**config.mk**
```make
export PLATFORM = sky130hd
export DESIGN_NAME = keyboard_entry
export DESIGN_NICKNAME = d
export VERILOG_FILES = /design/src/rtl/keyboard_pkg.sv /design/src/rtl/bcd3_to_bin.sv /design/src/rtl/keyboard_entry.sv
export SDC_FILE = /design/constraint.sdc
export NUM_CORES = 1
export LEC_CHECK = 0
export BUFFER_PORTS_ARGS = -buffer_cell sky130_fd_sc_hd__buf_2
export CORE_AREA = 4 4 74 76
export CTS_CLUSTER_SIZE = 12
export DETAILED_ROUTE_END_ITERATION = 8
export DIE_AREA = 0 0 78 80
export GPL_TIMING_DRIVEN = 0
export PLACE_DENSITY = 0.7
export RECOVER_POWER = 25
export SYNTH_ARGS = -nofsm -noshare
export SYNTH_HDL_FRONTEND = slang
export SYNTH_SLANG_ARGS = --single-unit
```
**constraint.sdc**
```tcl
create_clock -name clk -period 5.46 [get_ports clk]
set_input_delay 1.092 -clock clk [delete_from_list [all_inputs] [get_ports clk]]
set_output_delay 1.092 -clock clk [all_outputs]
set_load 0.03 [all_outputs]
```
**src/rtl/keyboard_pkg.sv**
```systemverilog
// keyboard_pkg: key codes, FSM states and BCD digit type shared by keyboard_entry.
package keyboard_pkg;
  localparam logic [3:0] KEY_CLEAR  = 4'hA;
  localparam logic [3:0] KEY_OP_MIN = 4'hB;
  localparam logic [3:0] KEY_OP_MAX = 4'hE;
  localparam logic [3:0] KEY_ENTER  = 4'hF;
  typedef enum logic [2:0] {IDLE, SETUP_NUM, PULSE_NUM, SETUP_OP, PULSE_OP} state_t;
  typedef logic [3:0] bcd_t;
endpackage

```
**src/rtl/bcd3_to_bin.sv**
```systemverilog
// bcd3_to_bin: three BCD digits to 8-bit binary, saturating at 255 with an overflow flag.
module bcd3_to_bin
  import keyboard_pkg::*;
(
  input  bcd_t       d2,
  input  bcd_t       d1,
  input  bcd_t       d0,
  output logic [7:0] bin,
  output logic       ovf
);
  logic [9:0] val;
  always_comb begin
    val = 10'(d2) * 10'd100 + 10'(d1) * 10'd10 + 10'(d0);
    ovf = val > 10'd255;
    bin = ovf ? 8'hFF : val[7:0];
  end
endmodule

```
**src/rtl/keyboard_entry.sv**
```systemverilog
// keyboard_entry: assembles up to three digits into a number and emits numbers/operators to mux_keyboard.
// Define KEYBOARD_ENTRY_BACKSPACE_EN to make key 0xA a backspace instead of a full clear.
module keyboard_entry
  import keyboard_pkg::*;
#(
  parameter int GAP_CYCLES = 1
) (
  input  logic       clk,
  input  logic       rst,
  input  logic       key_valid,
  input  logic [3:0] key_code,
  output logic       key_ready,
  output logic [7:0] number,
  output logic [3:0] operand,
  output logic       op_ctrl,
  output logic       overflow
);
  localparam logic [3:0] GAP_LAST = 4'(GAP_CYCLES - 1);
  state_t state, state_n;
  bcd_t d2, d1, d0;
  logic [1:0] cnt;
  logic [3:0] gap, op_latch;
  logic pend_op, accept, is_digit, is_op, go_num, go_op, gap_done, ovf;
  logic [7:0] bin;
  bcd3_to_bin u_conv (.d2(d2), .d1(d1), .d0(d0), .bin(bin), .ovf(ovf));
  always_comb begin
    accept    = key_valid && key_ready;
    is_digit  = key_code <= 4'd9;
    is_op     = key_code >= KEY_OP_MIN && key_code <= KEY_OP_MAX;
    go_num    = accept && (is_op || key_code == KEY_ENTER) && cnt != 2'd0;
    go_op     = accept && is_op && cnt == 2'd0;
    gap_done  = gap == GAP_LAST;
    key_ready = state == IDLE;
    op_ctrl   = state == PULSE_NUM || state == PULSE_OP;
    state_n   = state;
    unique case (state)
      IDLE:      state_n = go_num ? SETUP_NUM : go_op ? SETUP_OP : IDLE;
      SETUP_NUM: state_n = gap_done ? PULSE_NUM : SETUP_NUM;
      PULSE_NUM: state_n = pend_op ? SETUP_OP : IDLE;
      SETUP_OP:  state_n = gap_done ? PULSE_OP : SETUP_OP;
      PULSE_OP:  state_n = IDLE;
      default:   state_n = IDLE;
    endcase
  end
  always_ff @(posedge clk)
    if (rst) state <= IDLE;
    else state <= state_n;
  always_ff @(posedge clk) begin
    if (rst) begin
      gap <= '0; d2 <= '0; d1 <= '0; d0 <= '0; cnt <= '0;
      op_latch <= '0; pend_op <= 1'b0;
      number <= '0; operand <= '0; overflow <= 1'b0;
    end else begin
      gap <= (state_n != state) ? 4'd0 : gap + 4'd1;
      if (go_num) begin
        number <= bin; overflow <= ovf; pend_op <= is_op; op_latch <= key_code;
        d2 <= '0; d1 <= '0; d0 <= '0; cnt <= '0;
      end else if (accept && is_digit && cnt != 2'd3) begin
        d2 <= d1; d1 <= d0; d0 <= key_code; cnt <= cnt + 2'd1;
`ifdef KEYBOARD_ENTRY_BACKSPACE_EN
      end else if (accept && key_code == KEY_CLEAR && cnt != 2'd0) begin
        d0 <= d1; d1 <= d2; d2 <= '0; cnt <= cnt - 2'd1;
`else
      end else if (accept && key_code == KEY_CLEAR) begin
        d2 <= '0; d1 <= '0; d0 <= '0; cnt <= '0;
`endif
      end
      if (go_op) operand <= key_code;
      if (state == PULSE_NUM) begin
        overflow <= 1'b0;
        if (pend_op) operand <= op_latch;
      end
    end
  end
endmodule
```
==> out/results.ini <==
[die]
pin_count = 22
row_count = 25
die_h_um = 80
fp.dieW_um = 78
die_area_um2 = 6240
core-area_um2 = 4720
initial_core_util = 0.491

[yosys]
syn_inst = 255
synthesis.nets = 294
synth_largest_area_cell = dfxtp_1
synth.area.top_cells = dfxtp_1, ha_1, nor2_1
netlist.area_leader.share = 0.337
netlist_top_cells_count = nor2_1, dfxtp_1, ha_1, inv_1, a22oi_1
ys_types = 41
synth-seq-cells = 39
synthMostInstantiatedCell = nor2_1
async_flop_share = 0
yosysSeqAreaShare = 0.337
avgSynthCellArea_um2 = 9.09
ys.flop_type = dfxtp_1
ys.warnings.count = 0
synth_edf_count = 0
synth.cell_area_um2 = 2320

[clocking]
post_cts_resized = 0
clockRootBuffer = clkbuf_8
htreeDepth = 2
post-cts-setup-buffer-count = 0
numCtsBuffers = 5
ctsHoldBuffers = 0
cts_sinks = 39
clock_latency_ns = 0.29
clk_pin_slew_ns = 0.08
clockBufferDepth = 2
cts_tree = yes

[timing]
slew_viol_final = 0
whs_ns = 0.473
setup_violations = 0
relSlewSlack = 0.540
rsz0062_at_grt = false
fin_worst_skew_ns = 0.00994
finalHoldViolations = 0
fin_crit_sh = 0.664
period_needed_ns = 3.63
max_freq_mhz = 276
fin_tns_setup_ns = 0
worst_slew_pin_slew_ns = 0.680
fin_ws_ns = 1.83

[final_layout]
insertedDiodeCount = 0
nFillCells = 451
layout-drive-gt1-share = 0.0890
area_growth_pct = 11.6
final_cells = 348
final_nets = 320

[grt]
grt_pass1_wl_mm = 7.95
antenna_found_initial = 0
grt_overflow_total = 0
grt_max_degree = 13
grt_util_all_layers = 0.160
grt_pass1_vias = 1755

[worst_setup_path]
reg2reg_slack_ns = 1.83
cpPeakStageDelay_ns = 0.59
reg2reg_to = overflow$_SDFFE_PP0P_
cp-endpoint = overflow$_SDFFE_PP0P_
path_depth = 13
reg2reg_depth = 13
worstPathCellList = ha_1 > ha_1 > inv_1 > fa_1 > inv_1 > ha_1 > ha_1 > o21ai_0 > nor2_1 > nor4b_1 > a2111oi_4 > o21ai_2 > o211a_1
cp_common_cell = ha_1
crit_path_start = d1[1]$_SDFFE_PP0P_
cp.required_ns = 5.70
worstPathArrival_ns = 3.86
r2r-start = d1[1]$_SDFFE_PP0P_
worst_setup_path_end_kind = flop
slowest_stage = nor4b_1
crit_fanout = 9
cp-start-kind = flop
cp_top_family = adder cells
critPathKind = flop to flop
critical_path_buf_inv_count = 2

[power]
cellLeakagePower_uw = 0.00114
irDropWorstVdd_v = 0.000206
p_per_area_nw_per_um2 = 249

[route]
wl_mm = 4.45
vias = 1787
drt-pass1-iter-count = 4
ant_nets = 0
drtIter0Drc = 60
remaining_drc_errors = 0
wl_per_cell_um = 12.8
avgViaCountPerCell = 5.14

[placement]
dp.cells = 341
pre_cts_slack_ns = 1.78
numPortBuffers = 19
gp_congestion = 0.815
detailed_place_hpwl_mm = 3.49

[status]
outcome = complete, no violations

[flow_run]
maxCapViolations = 0

[min_path]
hold_class = flop to flop

[power breakdown]
group / switching [uW] / internal [uW]
clock: 100 / 134
combinational: 64.1 / 38.3
sequential: 9.59 / 298
[per-layer routing]
| layer | vias up | track usage | wire length, um |
|---|---|---|---|
| li1 | 923 | - | - |
| met2 | 23 | 0.278 | 2230 |
| met5 | - | 0 | 0 |
| met3 | 5 | 0.0463 | 143 |
| met1 | 836 | 0.194 | 2040 |
| met4 | 0 | 0.0402 | 44 |
[how the worst min path moves through the flow]
stage	from	cells past startpoint	slack (ns)	end
6_report	gap[0]$_SDFF_PP0_	1	0.47	gap[0]$_SDFF_PP0_
5_1_grt	gap[0]$_SDFF_PP0_	1	0.51	gap[0]$_SDFF_PP0_
4_1_cts	gap[0]$_SDFF_PP0_	1	0.47	gap[0]$_SDFF_PP0_
2_1_floorplan	gap[0]$_SDFF_PP0_	1	0.43	gap[0]$_SDFF_PP0_
3_5_place_dp	gap[0]$_SDFF_PP0_	1	0.45	gap[0]$_SDFF_PP0_
3_3_place_gp	gap[0]$_SDFF_PP0_	1	0.45	gap[0]$_SDFF_PP0_
[logic make-up (layout without fill, tap and decap cells)]
| family | Yosys count | in the layout | share of synthesized area |
|---|---|---|---|
| flip-flops | 39 | 39 | 0.337 |
| XOR/XNOR | 12 | 12 | 0.0453 |
| multiplexers | 7 | 7 | 0.0302 |
| adder cells (fa/ha/maj) | 32 | 32 | 0.189 |
| AND/OR/NAND/NOR | 82 | 82 | 0.176 |
| AO/OA/AOI/OAI | 53 | 53 | 0.170 |
| buffers and inverters | 30 | 56 | 0.0523 |
[layout make-up]
cell class                 instances  area, um2  share of cell area
multi-input combinational        186       1420               0.547
clock inverter                     2       37.5              0.0145
buffer                            12       53.8              0.0208
tap                               67       83.8              0.0324
clock buffer                       5       68.8              0.0266
timing repair buffer              19       78.8              0.0305
sequential                        39        781               0.302
inverter                          18       67.6              0.0261
[state kept, by name, indices dropped and copies added, names as in the netlist]
name and flops:
number 8, d0 4, d1 4, d2 4, gap 4, op_latch 4
operand 4, state 3, cnt 2, overflow 1, pend_op 1
[worst reg2reg max path, delay by kind of cell (launching register included)]
| family | cells | cell delay (ns) |
|---|---|---|
| fa+ha+maj | 5 | 1.58 |
| compound gates | 4 | 0.84 |
| simple gates | 2 | 0.69 |
| flops | 1 | 0.37 |
| buf+inv | 2 | 0.10 |
[through the flow]
step	power, uW	util	instance area (um2)
6_report	643	0.548	2590
5_1_grt	676	0.548	2590
4_1_cts	650	0.551	2600
3_5_place_dp	418	0.529	2500
3_3_place_gp	415	0.529	2500
2_1_floorplan	392	-	2320
[cells in the final DEF, fill, tap and decap left out, types with 2 or more instances in the layout]
cell type,count
o21a_1,10
ha_1,27
a21oi_1,9
xor2_1,4
fa_1,5
buf_2,10
nor3_1,4
a211oi_1,6
nand2_1,7
nand3_1,2
inv_1,18
o211a_1,2
nor2_1,54
a22oi_1,13
xnor2_1,8
a21o_1,2
clkbuf_1,20
dfxtp_1,39
nor2b_1,3
o21ai_0,3
mux2i_1,7
nand4_1,2
clkbuf_8,5
No activity file was read; power rests on OpenSTA's default activity.
